**src/rtl/ct_decrypt_seq_pkg.sv**
```systemverilog
// Shared types and constants for the sequential ciphertext decryptor.
// Slot datapath helpers live here so a parallel decryptor can reuse them.
package ct_decrypt_seq_pkg;

    localparam int N_SLOTS = 4;
    localparam int W       = 16;
    localparam int Q       = 4096;
    localparam int DELTA   = 256;
    localparam int T       = Q / DELTA;
    localparam int PW      = $clog2(T);
    localparam int DSH     = $clog2(DELTA);
    localparam int KW      = (N_SLOTS > 1) ? $clog2(N_SLOTS) : 1;

    typedef logic [W-1:0]               word_t;
    typedef word_t [N_SLOTS-1:0]        vec_t;
    typedef logic [PW-1:0]              pt_word_t;
    typedef pt_word_t [N_SLOTS-1:0]     pt_t;

    typedef struct packed {
        vec_t a;
        vec_t b;
    } ct_t;

    typedef enum logic [1:0] {
        S_IDLE = 2'd0,
        S_RUN  = 2'd1,
        S_DONE = 2'd2
    } state_t;

    // Constant-modulus reduction of a full-width product into [0,Q).
    function automatic word_t mod_q(input logic [2*W-1:0] v);
        logic [2*W-1:0] r;
        r = v % (2*W)'(Q);
        return r[W-1:0];
    endfunction

endpackage

```
**src/rtl/ct_decrypt_seq_slot_decode.sv**
```systemverilog
// Combinational decode of one slot: m = round(((b - a*s) mod Q) / DELTA) mod T.
module slot_decode
    import ct_decrypt_seq_pkg::*;
(
    input  word_t    a,
    input  word_t    b,
    input  word_t    s,
    output pt_word_t m
);

    logic [2*W-1:0] prod;
    word_t          p;
    logic [W:0]     x;
    logic [W:0]     y;

    assign prod = {{W{1'b0}}, a} * {{W{1'b0}}, s};
    assign p    = mod_q(prod);

    // W+1 bits so that b + Q cannot overflow when Q == 2^W.
    assign x = (b >= p) ? ({1'b0, b} - {1'b0, p})
                        : ({1'b0, b} + (W+1)'(Q) - {1'b0, p});
    assign y = x + (W+1)'(DELTA / 2);

    // T is a power of two, so truncation implements the final mod T wrap.
    assign m = pt_word_t'(y >> DSH);

endmodule

```
**src/rtl/ct_decrypt_seq.sv**
```systemverilog
// Sequential decryptor: captures one ciphertext and key, decodes one slot per
// clock through a single shared slot datapath, then holds the plaintext.
module ct_decrypt_seq
    import ct_decrypt_seq_pkg::*;
(
    input  logic   clk,
    input  logic   rst,
    input  logic   in_valid,
    output logic   in_ready,
    input  ct_t    in_ct,
    input  vec_t   in_sk,
    output logic   out_valid,
    input  logic   out_ready,
    output pt_t    out_pt,
    output state_t dbg_state
);

    // Handshake: a transfer happens on a rising edge where valid && ready are
    // both high; valid never waits on ready, and ready comes only from state.
    state_t          state;
    ct_t             ct_q;
    vec_t            sk_q;
    logic [KW-1:0]   k;
    pt_word_t        slot_m;

    slot_decode u_slot (
        .a (ct_q.a[k]),
        .b (ct_q.b[k]),
        .s (sk_q[k]),
        .m (slot_m)
    );

    assign in_ready  = (state == S_IDLE) && !rst;
    assign out_valid = (state == S_DONE);
    assign dbg_state = state;

    always_ff @(posedge clk) begin
        if (rst) begin
            state  <= S_IDLE;
            k      <= '0;
            out_pt <= '0;
            ct_q   <= '0;
            sk_q   <= '0;
        end else begin
            case (state)
                S_IDLE: begin
                    if (in_valid) begin
                        ct_q  <= in_ct;
                        sk_q  <= in_sk;
                        k     <= '0;
                        state <= S_RUN;
                    end
                end
                S_RUN: begin
                    out_pt[k] <= slot_m;
                    if (k == KW'(N_SLOTS - 1)) begin
                        state <= S_DONE;
                    end else begin
                        k <= k + 1'b1;
                    end
                end
                S_DONE: begin
                    if (out_ready) begin
                        state <= S_IDLE;
                    end
                end
                default: state <= S_IDLE;
            endcase
        end
    end

endmodule
```
**config.mk**
```make
export PLATFORM = sky130hd
export DESIGN_NAME = ct_decrypt_seq
export DESIGN_NICKNAME = d
export VERILOG_FILES = /design/src/rtl/ct_decrypt_seq_pkg.sv /design/src/rtl/ct_decrypt_seq_slot_decode.sv /design/src/rtl/ct_decrypt_seq.sv
export SDC_FILE = /design/constraint.sdc
export NUM_CORES = 1
export LEC_CHECK = 0
export ABC_CLOCK_PERIOD_IN_PS = 14600
export BUFFER_PORTS_ARGS = -buffer_cell sky130_fd_sc_hd__buf_2
export CAP_MARGIN = 40
export CORE_ASPECT_RATIO = 1.2
export CORE_MARGIN = 2
export CORE_UTILIZATION = 47
export CTS_CLUSTER_DIAMETER = 60
export DETAILED_ROUTE_END_ITERATION = 8
export GPL_ROUTABILITY_DRIVEN = 0
export PLACE_DENSITY = 0.71
export SLEW_MARGIN = 20
export SYNTH_ARGS = -nofsm -noshare
export SYNTH_HDL_FRONTEND = slang
export SYNTH_SLANG_ARGS = --single-unit
```
**constraint.sdc**
```tcl
create_clock -name clk -period 14.6 [get_ports clk]
set_input_delay 2.92 -clock clk [delete_from_list [all_inputs] [get_ports clk]]
set_output_delay 2.92 -clock clk [all_outputs]
set_load 0.03 [all_outputs]
```
# Yosys cells after proc, flatten, opt, wreduce, memory -nomap -nowiden
# Index checks and enable logic that the tools add are counted.
[op_classes]
add_sub_neg = 5
mul = 1
div_mod_pow = 0
n_lt_le_gt_ge = 3
eq_ne = 7
n_shift = 0
muxes = 17
n_bitwise = 0
reduce_logical = 8
[ops]
columns = ["operator", "n"]
rows = [
  ["16-bit binary-select mux with 2-bit select", 3],
  ["16-bit two-way mux", 3],
  ["12-bit subtractor", 2],
  ["16-bit bitwise mux", 1],
  ["16-bit by 12-bit >= comparator with 1-bit output", 1],
  ["16-bit by 16-bit multiplier with 12-bit output", 1],
  ["12-bit by 1-bit adder with 12-bit output (second input constant)", 1],
  ["12-bit by 8-bit adder with 12-bit output (second input constant)", 1],
  ["12-bit two-way mux", 1],
  ["2-bit two-way mux", 5],
  ["4-bit demux with 2-bit select", 1],
  ["2-bit inequality test (second input constant)", 3],
  ["2-bit case mux with 3 select lines", 1],
  ["3-bit AND reduction", 2],
  ["2-bit == test (second input constant)", 2],
  ["4-bit two-way mux", 1],
  ["2-bit case mux with 2 select lines", 1],
  ["2-bit by 3-bit < comparator with 1-bit output (second input constant)", 1],
  ["2-bit by 1-bit adder with 2-bit output (second input constant)", 1],
  ["2-bit by 1-bit == test with 1-bit output (second input constant)", 1],
  ["2-bit by 1-bit >= comparator with 1-bit output (second input constant)", 1],
  ["1-bit logical AND", 2],
  ["2-bit logical NOT", 1],
  ["2-bit by 1-bit inequality test with 1-bit output (second input constant)", 1],
  ["3 further kinds", 3],
]
[word_totals]
regBits = 212
latchBits = 0
mem_bits_rw = 0
rom_bits = 0
inputBits = 196
word_cells = 59
n_memories = 0

# Longest topological paths before layout
[depth]
ltp_word = 7
depth_mapped = 28

# Hierarchy
# From an unflattened synthesis, not the netlist that was laid out.
[hier_totals]
hier_cells = 1301
hier_area_um2 = 11199.5
[by_module_without_submodules]
columns = ["module", "instances", "cells_per_inst", "area_per_inst_um2"]
rows = [
  ["ct_decrypt_seq", 1, 973, 8627.0],
  ["slot_decode", 1, 328, 2572.5],
]

# Worst setup path after synthesis
# OpenSTA, ideal clock, no wires.
[synth_path]
path_type = "input port to output port"
from = "input rst"
to = "output in_ready"
t_arrival_ns = 3.977
slack_ns = 7.703
path_stages = 3
path_cell_list = "clkbuf_1 -> clkbuf_1 -> nor3_1"
[synth_between]
elab_chain_len = 2
[synth_rtl]
columns = ["item", "line", "source"]
rows = [
  ["from (decl)", "ct_decrypt_seq.sv:7", "input logic rst,"],
  ["1-bit logical NOT", "ct_decrypt_seq.sv:33", "assign in_ready = (state == S_IDLE) && !rst;"],
  ["1-bit logical AND", "ct_decrypt_seq.sv:33", ""],
  ["to (decl)", "ct_decrypt_seq.sv:9", "output logic in_ready,"],
]
# Every way passes these cells.

# Final worst setup path
[layout_path]
from = "register k[0]"
to = "register out_pt[3] (netlist name)"
[layout_between]
elab_chain_len = 7
[layout_rtl]
columns = ["item", "line", "source"]
rows = [
  ["from (decl)", "ct_decrypt_seq.sv:23", "logic [KW-1:0] k;"],
  ["from (signal assigned)", "ct_decrypt_seq.sv:59", "k <= k + 1'b1;"],
  ["16-bit binary-select mux with 2-bit select, on equally long branches", "ct_decrypt_seq.sv:27, ct_decrypt_seq.sv:28, ct_decrypt_seq.sv:29", ""],
  ["16-bit two-way mux, on equally long branches", "ct_decrypt_seq.sv:27, ct_decrypt_seq.sv:28, ct_decrypt_seq.sv:29", ""],
  ["16-bit by 16-bit multiplier with 12-bit output or 12-bit by 1-bit adder with 12-bit output (tied branches)", "ct_decrypt_seq_slot_decode.sv:16, ct_decrypt_seq_slot_decode.sv:21", ""],
  ["16-bit by 12-bit >= comparator with 1-bit output, or another cell as far along", "ct_decrypt_seq_slot_decode.sv:20", "assign x = (b >= p) ? ({1'b0, b} - {1'b0, p})"],
  ["12-bit two-way mux", "ct_decrypt_seq_slot_decode.sv:20", ""],
  ["12-bit by 8-bit adder with 12-bit output", "ct_decrypt_seq_slot_decode.sv:22", "assign y = x + (W+1)'(DELTA / 2);"],
  ["16-bit bitwise mux (*)", "ct_decrypt_seq.sv:55", "out_pt[k] <= slot_m;"],
  ["to (signal, indexed assignment)", "ct_decrypt_seq.sv:55", ""],
  ["to (decl)", "ct_decrypt_seq.sv:14", "output pt_t out_pt,"],
]
# Every way passes the cells marked *; elsewhere a longest branch is shown, timed or not. The select of a mux whose other input is x is not followed.
# A chain may end at the register's enable or synchronous reset.

==> flow_summary_export.csv <==
group,metric,value,unit
timing,fin_crit_sh,49.3,%
clocking,clkTransAtPathRegs,70,ps
floorplanning,initial_core_util,47.7,%
clocking,cts_max_level,4,
floorplanning,fp.dieH,158,microns
power,powerDensity,113,nW/um^2
synthesis,ys_warn_count,0,
route,drt-pass1-iter-count,5,
timing,setup_violations,0,
route,drt.antenna.violating_nets,0,
placement,placed_cells,1458,
synthesis,ys_async_sr_fraction,0,%
setup_path,path_cells,"buf_4 -> buf_12 -> mux4_2 -> and2_1 -> fa_1 -> ha_1 -> fa_1 -> inv_1 -> fa_1 -> fa_1 -> inv_1 -> ha_1 -> inv_1 -> nor2_1 -> o21a_1 -> or3_1 -> nand2_1 -> ha_1 -> inv_1 -> o21ai_1 -> a311oi_1 -> mux2i_1 -> nand3_1 -> o211ai_1",
clocking,insertion_delay,430,ps
placement,dp.final_hpwl,15800,microns
timing,period_minus_slack,7190,ps
placement,dp_slack,7310,ps
setup_path,arrival,7550,ps
synthesis,syn_nets,1375,
setup_path,crit_path_max_incr_delay,680,ps
setup_path,endpoint_kind,"register",
timing,finClkSkew,12.8,ps
cells_and_area,drive_gt1_share,21.4,%
cells_and_area,stdcell_count,1493,
cells_and_area,syn2layout_area_growth,17.0,%
route,vias,7693,
floorplanning,fp.dieArea,20800,sq um
flow_run,maxCapViolCount,0,
route,drc,0,
timing,setup_ws,7410,ps
setup_path,cp_slowest_cell,"mux4_2",
route,drt-total-wl,22100,microns
setup_path,cp.required,14950,ps
floorplanning,rows,56,
global_routing,grtUsageTotal,21.8,%
setup_path,cp_max_fo,21,
global_routing,grt_pass1_wl,36400,microns
clocking,postCtsHoldBufs,0,
clocking,cts_resized,0,
route,drt_iter0_drc,394,
global_routing,use_met2,37.0,%
cells_and_area,fillers,1787,
clocking,clock-root-buffer,"clkbuf_16",
timing,fmax,139,MHz
synthesis,synth_seq_cells,164,
global_routing,grt_antenna_before_repair,2,
synthesis,synth-edff-count,0,
floorplanning,io_pins,216,
status,status,"completed",
global_routing,grt_use_met3,4.45,%
timing,finalHoldViolCount,0,
hold_path,hp-class,"register to register",
setup_path,critPathKind,"register to register",
cells_and_area,final_util,55.8,%
power,p_leak,4.68,nW
timing,slew_violations,0,
route,vias_per_cell,5.15,
placement,io_buffers,167,
timing,relSlewSlack,49.7,%
clocking,cts_buffer_depth,2,
timing,setup_tns,0,ps
synthesis,synthFlopType,"dfxtp_1",
synthesis,netlist-cell-type-count,44,
synthesis,synthCells,1094,
global_routing,grt_max_degree,75,
timing,rsz0062_at_grt,"no",
cells_and_area,fin_nets,1498,
floorplanning,core-area,19400,sq um
synthesis,syn_area_per_cell,8.46,sq um
power,peakVddDrop,0.0810,mV
power,total_power,0.00122,W
global_routing,busiest_layer,"met2",
route,avgRoutedWirePerCell,14.8,microns
clocking,post_cts_buffers,0,
synthesis,synth-seq-area-share,35.5,%
global_routing,overflow,0,
clocking,cts_buffers,17,
global_routing,grt_use_met1,26.7,%
clocking,cts_tree,"yes",
setup_path,path_delay_family,"adder cells",
floorplanning,die_width,132,microns
setup_path,worst-path-buf-inv,6,
clocking,cts.sinks,164,
timing,worst_slew_pin_slew,754,ps
synthesis,synth_area,9260,sq um
global_routing,grt_pass1_vias,7635,
setup_path,startpoint_type,"register",
## worst paths after layout
kind / slack (ps) / cells after the start / from / to
setup / recovery: 7410 / 24 / k[0] / out_pt[3]
hold / removal: 450 / 2 / ct_q[82] / ct_q[82]
setup reg to reg: 7410 / 24 / k[0] / out_pt[3]
hold reg to reg: 450 / 2 / ct_q[82] / ct_q[82]
## registers in the layout (all words and copies together), names as in the netlist
| name | count |
|---|---|
| sk_q | 48 |
| k | 2 |
| out_pt | 16 |
| dbg_state | 2 |
| ct_q | 96 |
## synth_stat cells, types with 6 or more instances
| cell type | n | area [sq um] |
|---|---|---|
| a21oi_1 | 151 | 756 |
| nor2b_1 | 6 | 37.5 |
| nand2_1 | 352 | 1320 |
| dfxtp_1 | 164 | 3280 |
| ha_1 | 46 | 576 |
| nor2_1 | 21 | 78.8 |
| fa_1 | 39 | 781 |
| inv_1 | 86 | 323 |
| xnor2_1 | 23 | 201 |
| mux2i_1 | 6 | 60.1 |
| clkbuf_1 | 60 | 225 |
| mux4_2 | 36 | 811 |
| a21o_1 | 6 | 45.0 |
| nand3_1 | 9 | 45.0 |
| and2_1 | 22 | 138 |
| a211oi_1 | 6 | 45.0 |
## layer usage
metal  vias up  share of wire [%]
met2       212                 49
met4         0                3.0
met3        40                5.2
met5         -                  0
met1      3639                 42
li1       3802                  -
## cells in the final DEF, fill, tap and decap left out, drive strengths merged, types with 21 or more instances in the layout
cell type	count
inv	91
mux4	36
ha	46
nand2	355
nor2	21
a21oi	151
xnor2	25
dfxtp	164
buf	176
and2	22
fa	39
## cell families (layout without fill, tap and decap cells)
group / after synthesis / in the layout / share of synthesized area (%)
other: 0 / 2 / 0
and+or+nand+nor: 423 / 423 / 18.4
muxes: 42 / 42 / 9.41
xor gates and xnor gates: 31 / 31 / 3.42
buffers and inverters: 158 / 294 / 6.87
DFF: 164 / 164 / 35.5
adders and majority gates: 85 / 85 / 14.7
AOI/OAI and AO/OA: 191 / 191 / 11.8
## where the power goes
part / total [W] / switching, W / leakage [nW] / internal (W)
Sequential: 0.000490 / 0.0000138 / 1.35 / 0.000476
Combinational: 0.000278 / 0.000166 / 3.04 / 0.000112
Clock: 0.000455 / 0.000198 / 0.295 / 0.000258
## per-stage QoR
stage	hold slack (ps)	instance area (sq um)
4_1_cts	454	10800
3_5_place_dp	446	10200
6_report	452	10800
3_3_place_gp	439	10200
2_1_floorplan	433	9260
5_1_grt	468	10800
## area by class of cell
cell class / count / area, sq um / area share [%]
diodes: 2 / 5.00 / 0.0462
multi-input cells: 772 / 5350 / 49.4
well taps: 261 / 327 / 3.02
repair buffers: 176 / 943 / 8.71
inverters: 86 / 323 / 2.98
clock inverters: 14 / 171 / 1.58
flip-flops and latches: 164 / 3290 / 30.3
clock buffers: 18 / 429 / 3.96
## worst min-delay path: cells and delay by family (launching register included)
kind	cells	cell delay (ps)
flops	1	310
compound gates	1	50
simple gates	1	50
(Power assumes the default switching activity.)
